### src/rtl/link_pkg.sv
// Shared link definitions: FSM state encoding and receive counter width.
// Used by the link slave and the link master family.
package link_pkg;

  typedef enum logic [1:0] {
    IDLE = 2'd0,
    ACK  = 2'd1,
    DROP = 2'd2
  } link_state_e;

  localparam int RX_TOTAL_W = 16;

endpackage

### src/rtl/sync_fifo.sv
// First-word fall-through FIFO; head visible the cycle after a push into an empty FIFO.
// No internal overflow/underflow guard: the caller pushes only when not full and pops only when not empty.
module sync_fifo #(
  parameter int DATA_W = 8,
  parameter int DEPTH  = 4
) (
  input  logic                       clk,
  input  logic                       rst,
  input  logic                       push,
  input  logic [DATA_W-1:0]          push_data,
  input  logic                       pop,
  output logic [DATA_W-1:0]          pop_data,
  output logic [$clog2(DEPTH):0]     fill
);

  localparam int AW = $clog2(DEPTH);

  logic [DATA_W-1:0] r_mem [DEPTH];
  logic [AW-1:0]     r_wr_ptr;
  logic [AW-1:0]     r_rd_ptr;
  logic [AW:0]       r_fill;

  // Storage carries no reset; occupancy alone decides what is valid.
  always_ff @(posedge clk) begin
    if (push) begin
      r_mem[r_wr_ptr] <= push_data;
    end
  end

  always_ff @(posedge clk or negedge rst) begin
    if (!rst) begin
      r_wr_ptr <= '0;
      r_rd_ptr <= '0;
      r_fill   <= '0;
    end else begin
      if (push) begin
        r_wr_ptr <= r_wr_ptr + 1'b1;
      end
      if (pop) begin
        r_rd_ptr <= r_rd_ptr + 1'b1;
      end
      case ({push, pop})
        2'b10:   r_fill <= r_fill + 1'b1;
        2'b01:   r_fill <= r_fill - 1'b1;
        default: r_fill <= r_fill;
      endcase
    end
  end

  assign pop_data = r_mem[r_rd_ptr];
  assign fill     = r_fill;

endmodule

### src/rtl/link_slave_fifo.sv
// Receive end of the 4-phase req/ack link: captures words into a FIFO drained by a valid/ready port.
// ack rises the cycle after capture and lasts ACK_CYCLES; a full FIFO withholds ack to stall the master.
module link_slave_fifo
  import link_pkg::*;
#(
  parameter int DATA_W     = 8,
  parameter int DEPTH      = 4,
  parameter int ACK_CYCLES = 2
) (
  input  logic                      clk,
  input  logic                      rst,
  input  logic                      req,
  input  logic [DATA_W-1:0]         data_in,
  output logic                      ack,
  output logic                      out_valid,
  input  logic                      out_ready,
  output logic [DATA_W-1:0]         out_data,
  output logic [DATA_W-1:0]         last_word,
  output logic [$clog2(DEPTH):0]    fill,
  output logic [RX_TOTAL_W-1:0]     rx_total,
  output logic                      proto_err
);

  localparam int FW = $clog2(DEPTH) + 1;
  localparam int CW = (ACK_CYCLES > 1) ? $clog2(ACK_CYCLES) : 1;

  link_state_e           r_state;
  logic                  r_ack;
  logic [CW-1:0]         r_cnt;
  logic [DATA_W-1:0]     r_last_word;
  logic [RX_TOTAL_W-1:0] r_rx_total;
  logic                  r_proto_err;

  logic [FW-1:0]         w_fill;
  logic                  w_full;
  logic                  w_capture;
  logic                  w_pop;

  // Full comes from registered occupancy, so a same-edge pop cannot admit a push.
  assign w_full    = (w_fill == FW'(DEPTH));
  assign w_capture = (r_state == IDLE) && req && !w_full;
  assign out_valid = (w_fill != '0);
  assign w_pop     = out_valid && out_ready;

  sync_fifo #(
    .DATA_W (DATA_W),
    .DEPTH  (DEPTH)
  ) u_fifo (
    .clk       (clk),
    .rst       (rst),
    .push      (w_capture),
    .push_data (data_in),
    .pop       (w_pop),
    .pop_data  (out_data),
    .fill      (w_fill)
  );

  always_ff @(posedge clk or negedge rst) begin
    if (!rst) begin
      r_state     <= IDLE;
      r_ack       <= 1'b0;
      r_cnt       <= '0;
      r_last_word <= '0;
      r_rx_total  <= '0;
      r_proto_err <= 1'b0;
    end else begin
      case (r_state)
        IDLE: begin
          if (w_capture) begin
            r_state     <= ACK;
            r_ack       <= 1'b1;
            r_cnt       <= CW'(ACK_CYCLES - 1);
            r_last_word <= data_in;
            r_rx_total  <= r_rx_total + 1'b1;
          end
        end
        ACK: begin
          // Early req release is flagged but the handshake still runs to completion.
          if (!req) begin
            r_proto_err <= 1'b1;
          end
          if (r_cnt == '0) begin
            r_state <= DROP;
            r_ack   <= 1'b0;
          end else begin
            r_cnt <= r_cnt - 1'b1;
          end
        end
        DROP: begin
          if (!req) begin
            r_state <= IDLE;
          end
        end
        default: begin
          r_state <= IDLE;
          r_ack   <= 1'b0;
        end
      endcase
    end
  end

  assign ack       = r_ack;
  assign fill      = w_fill;
  assign last_word = r_last_word;
  assign rx_total  = r_rx_total;
  assign proto_err = r_proto_err;

endmodule

### config.mk
export PLATFORM = sky130hd
export DESIGN_NAME = link_slave_fifo
export DESIGN_NICKNAME = d
export VERILOG_FILES = /design/src/rtl/link_pkg.sv /design/src/rtl/sync_fifo.sv /design/src/rtl/link_slave_fifo.sv
export SDC_FILE = /design/constraint.sdc
export NUM_CORES = 1
export LEC_CHECK = 0
export BUFFER_PORTS_ARGS = -buffer_cell sky130_fd_sc_hd__buf_2
export CORE_ASPECT_RATIO = 1.1
export CORE_MARGIN = 5
export CORE_UTILIZATION = 50
export DETAILED_ROUTE_END_ITERATION = 10
export PLACE_DENSITY = 0.81
export SLEW_MARGIN = 20
export SYNTH_ARGS = -nofsm -noshare
export SYNTH_HDL_FRONTEND = slang
export SYNTH_HIERARCHICAL = 1
export SYNTH_SLANG_ARGS = --single-unit
### constraint.sdc
create_clock -name clk -period 2.1 [get_ports clk]
set_clock_uncertainty 0.05 [all_clocks]
set_input_delay 0.315 -clock clk [delete_from_list [all_inputs] [get_ports clk]]
set_output_delay 0.315 -clock clk [all_outputs]
set_load 0.005 [all_outputs]
==> flow_metrics.env <==
export IMPL_worstSetupPathType="flip-flop to flip-flop"
export IMPL_fin_crit_sh=0.9714
export IMPL_sw_frac_of_total=0.3103
export IMPL_syn_num_nets=216
export IMPL_cts_tree="done"
export IMPL_grt_ovfl_total=0
export IMPL_crit_buf_inv=3
export IMPL_cts_sinks=68
export IMPL_slowest_stage="dfrtp_1"
export IMPL_antenna_left=0
export IMPL_vias=1675
export IMPL_die_y_um=89.12
export IMPL_ys_ff_latch=68
export IMPL_synth_cell_types=33
export IMPL_p_int_mw=3.122
export IMPL_synth_largest_area_cell="edfxtp_1"
export IMPL_track_usage=0.1587
export IMPL_utilization=0.6298
export IMPL_leakagePower_nw=1.528
export IMPL_drc=0
export IMPL_io_pins=50
export IMPL_slew_headroom=0.4713
export IMPL_layout_nets=280
export IMPL_first_iter_violations=76
export IMPL_tns_ns=0
export IMPL_syn_to_final_growth_pct=20.98
export IMPL_synth_cells=197
export IMPL_ir_drop_mv=0.6018
export IMPL_floorplan_rows=28
export IMPL_dp_hpwl_um=3642
export IMPL_ctsHtreeMaxLevel=3
export IMPL_path_max_fanout=4
export IMPL_crit_arrival_ns=2.25
export IMPL_antenna_found_initial=0
export IMPL_hold_ws_ns=0.01407
export IMPL_crit_family="simple AND/OR/NAND/NOR gates"
export IMPL_root_buffer="clkbuf_8"
export IMPL_yosysMostFrequentCell="nand2_1"
export IMPL_cpPeakStageDelay_ns=0.41
export IMPL_core_area_sq_um=5465
export IMPL_grt_pass1_wl_um=8424
export IMPL_die_w_um=81.93
export IMPL_ys_flop_type="dfrtp_1"
export IMPL_p_per_area_nw_per_um2=1315
export IMPL_crit_chain="or3b_4 > nand3_4 > inv_4 > inv_4 > ha_4 > inv_2 > fa_2 > xor2_1 > nor2_1 > xor2_1"
export IMPL_setup_viol=0
export IMPL_pwr_share_clk=0.250
export IMPL_slew_violations=0
export IMPL_startpoint_type="flip-flop"
export IMPL_place_inst=324
export IMPL_async_flop_share=0.5294
export IMPL_hold_class="input pin to asynchronous set/reset pin"
export IMPL_cts_made_buffers=9
export IMPL_grt_pass1_vias=1722
export IMPL_synth_area_leaders="edfxtp_1 34%, dfrtp_1 32%, mux4_2 6.3%"
export IMPL_grt_max_degree=37
export IMPL_seq_power_share=0.434
export IMPL_avgSynthCellArea_sq_um=14.44
export IMPL_layout_cells_non_filler=341
export IMPL_timing_rr_start="u_fifo/fill[1]"
export IMPL_start_util=0.5206
export IMPL_comb_power_share=0.315
export IMPL_drt_total_wl_um=5124
export IMPL_routedWlPerCell_um=15.03
export IMPL_vias_per_cell=4.912
export IMPL_io_buffers=49
export IMPL_die_area_sq_um=7301
export IMPL_switchingPower_mw=1.404
export IMPL_synth_commonest_cells="39 x nand2_1, 36 x dfrtp_1, 32 x edfxtp_1"
export IMPL_cp_required_ns=2.31
export IMPL_clkTransAtPathRegs_ns=0.07
export IMPL_outcome="completed"
export IMPL_rsz0062_at_grt="yes"
export IMPL_clk_latency_ns=0.33
export IMPL_synth_edf_count=32
export IMPL_layout_drive_gt1_share=0.3571
export IMPL_diodes=0
export IMPL_fmax_mhz=490.2
export IMPL_crit_path_start="u_fifo/fill[1]"
export IMPL_globalplace_congestion=0.8256
export IMPL_drv_cap=0
export IMPL_syn_area_sq_um=2845
export IMPL_clockBufferDepth=2
export IMPL_cts_hold_buf=0
export IMPL_period_minus_slack_ns=2.040
export IMPL_regToRegSetupSlack_ns=0.06
export IMPL_hold_viol=0
export IMPL_ys_warn_count=6
export IMPL_tightest_slew_ns=0.7931
export IMPL_cp_end_kind="flip-flop"
export IMPL_dr_pass1_iters=4
export IMPL_yosys_area_top_type_share=0.3377
export IMPL_synth_yosys_seq_area_share=0.6544
## per-layer routing
metal,track usage,share of wire,up-vias
li1,-,-,811
met1,0.2027,0.43,819
met2,0.2513,0.51,38
met3,0.05141,0.045,7
met4,0.06495,0.013,0
met5,0,0,-
## cells in the final DEF (no fill, tap or decap), types with 2 or more instances in the layout
| master | instances |
|---|---|
| and4_1 | 2 |
| buf_2 | 49 |
| mux4_2 | 8 |
| edfxtp_1 | 32 |
| nor2_1 | 7 |
| ha_1 | 5 |
| clkbuf_8 | 9 |
| dfrtp_1 | 36 |
| nand3_1 | 6 |
| and2_1 | 4 |
| inv_1 | 6 |
| xor2_1 | 12 |
| clkinvlp_4 | 2 |
| buf_4 | 9 |
| nor3_2 | 2 |
| clkinv_1 | 2 |
| xnor2_1 | 9 |
| bufinv_16 | 2 |
| nand2_1 | 39 |
| inv_4 | 2 |
| o21ai_0 | 3 |
## power groups by stage
stage                     combinational [mW]  clock (mW)  sequential, mW
final                                   1.43        1.13            1.97
after floorplan                        0.912           0            1.94
after global routing                    1.59        1.23            2.01
after CTS                               1.42        1.16            1.97
after detailed placement                1.41           0            1.99
after global placement                  1.36           0            1.97
## registers in the layout (all words and copies together) (netlist names)
signal and flops:
r_state 2, rx_total 16, u_fifo/r_mem 32, r_cnt 1
u_fifo/fill 3, u_fifo/r_rd_ptr 2, proto_err 1, u_fifo/r_wr_ptr 2
last_word 8, ack 1
## metrics by stage
stage | setup WS, ns | area, sq um | total power [mW]
after CTS | 0.001920 | 3427 | 4.548
after detailed placement | 0.03254 | 3212 | 3.401
after global placement | 0.06771 | 3212 | 3.332
final | 0.05998 | 3442 | 4.526
after floorplan | -0.1794 | 2863 | 2.852
after global routing | -0.03331 | 3442 | 4.830
## what timing repair did
action                                  4_1_cts  5_1_grt
resized for setup                             0        4
setup buffers                                 0        1
endpoints found under the setup margin        0        1
## kinds of logic (layout without fill, tap and decap cells)
group	Yosys count	in the layout	synth area share
flops	68	68	0.6544
buf+inv	14	83	0.02946
fa+ha+maj	7	7	0.03342
simple gates	73	73	0.1412
mux	9	9	0.06684
xor+xnor	21	21	0.06465
compound gates	5	5	0.01012
## worst register-to-register path, delay by kind of cell, from the launching register on
family | cells | cell delay, ns
simple gates | 3 | 0.62
fa+ha+maj | 2 | 0.48
flops | 1 | 0.41
xor+xnor | 2 | 0.30
buf+inv | 3 | 0.13
## path summary, 6_finish.rpt
| kind | endpoint | cells after the start |
|---|---|---|
| hold reg to reg | rx_total[15] | 1 |
| setup / recovery | u_fifo/fill[2] | 10 |
| min in group clk | u_fifo/r_mem[0][4] | 1 |
| max in group asynchronous | last_word[2] | 1 |
| setup reg to reg | u_fifo/fill[2] | 10 |
| hold / removal | u_fifo/fill[1] | 1 |
## cell type report
class | count | area (sq um)
Inverter | 9 | 38.79
Multi-Input combinational cell | 115 | 919.6
Tap cell | 75 | 93.84
Fill cell | 414 | 2023
Clock inverter | 7 | 91.34
Timing Repair Buffer | 58 | 312.8
Sequential cell | 68 | 1862
Clock buffer | 9 | 123.9
No activity file was read; power rests on OpenSTA's default activity.
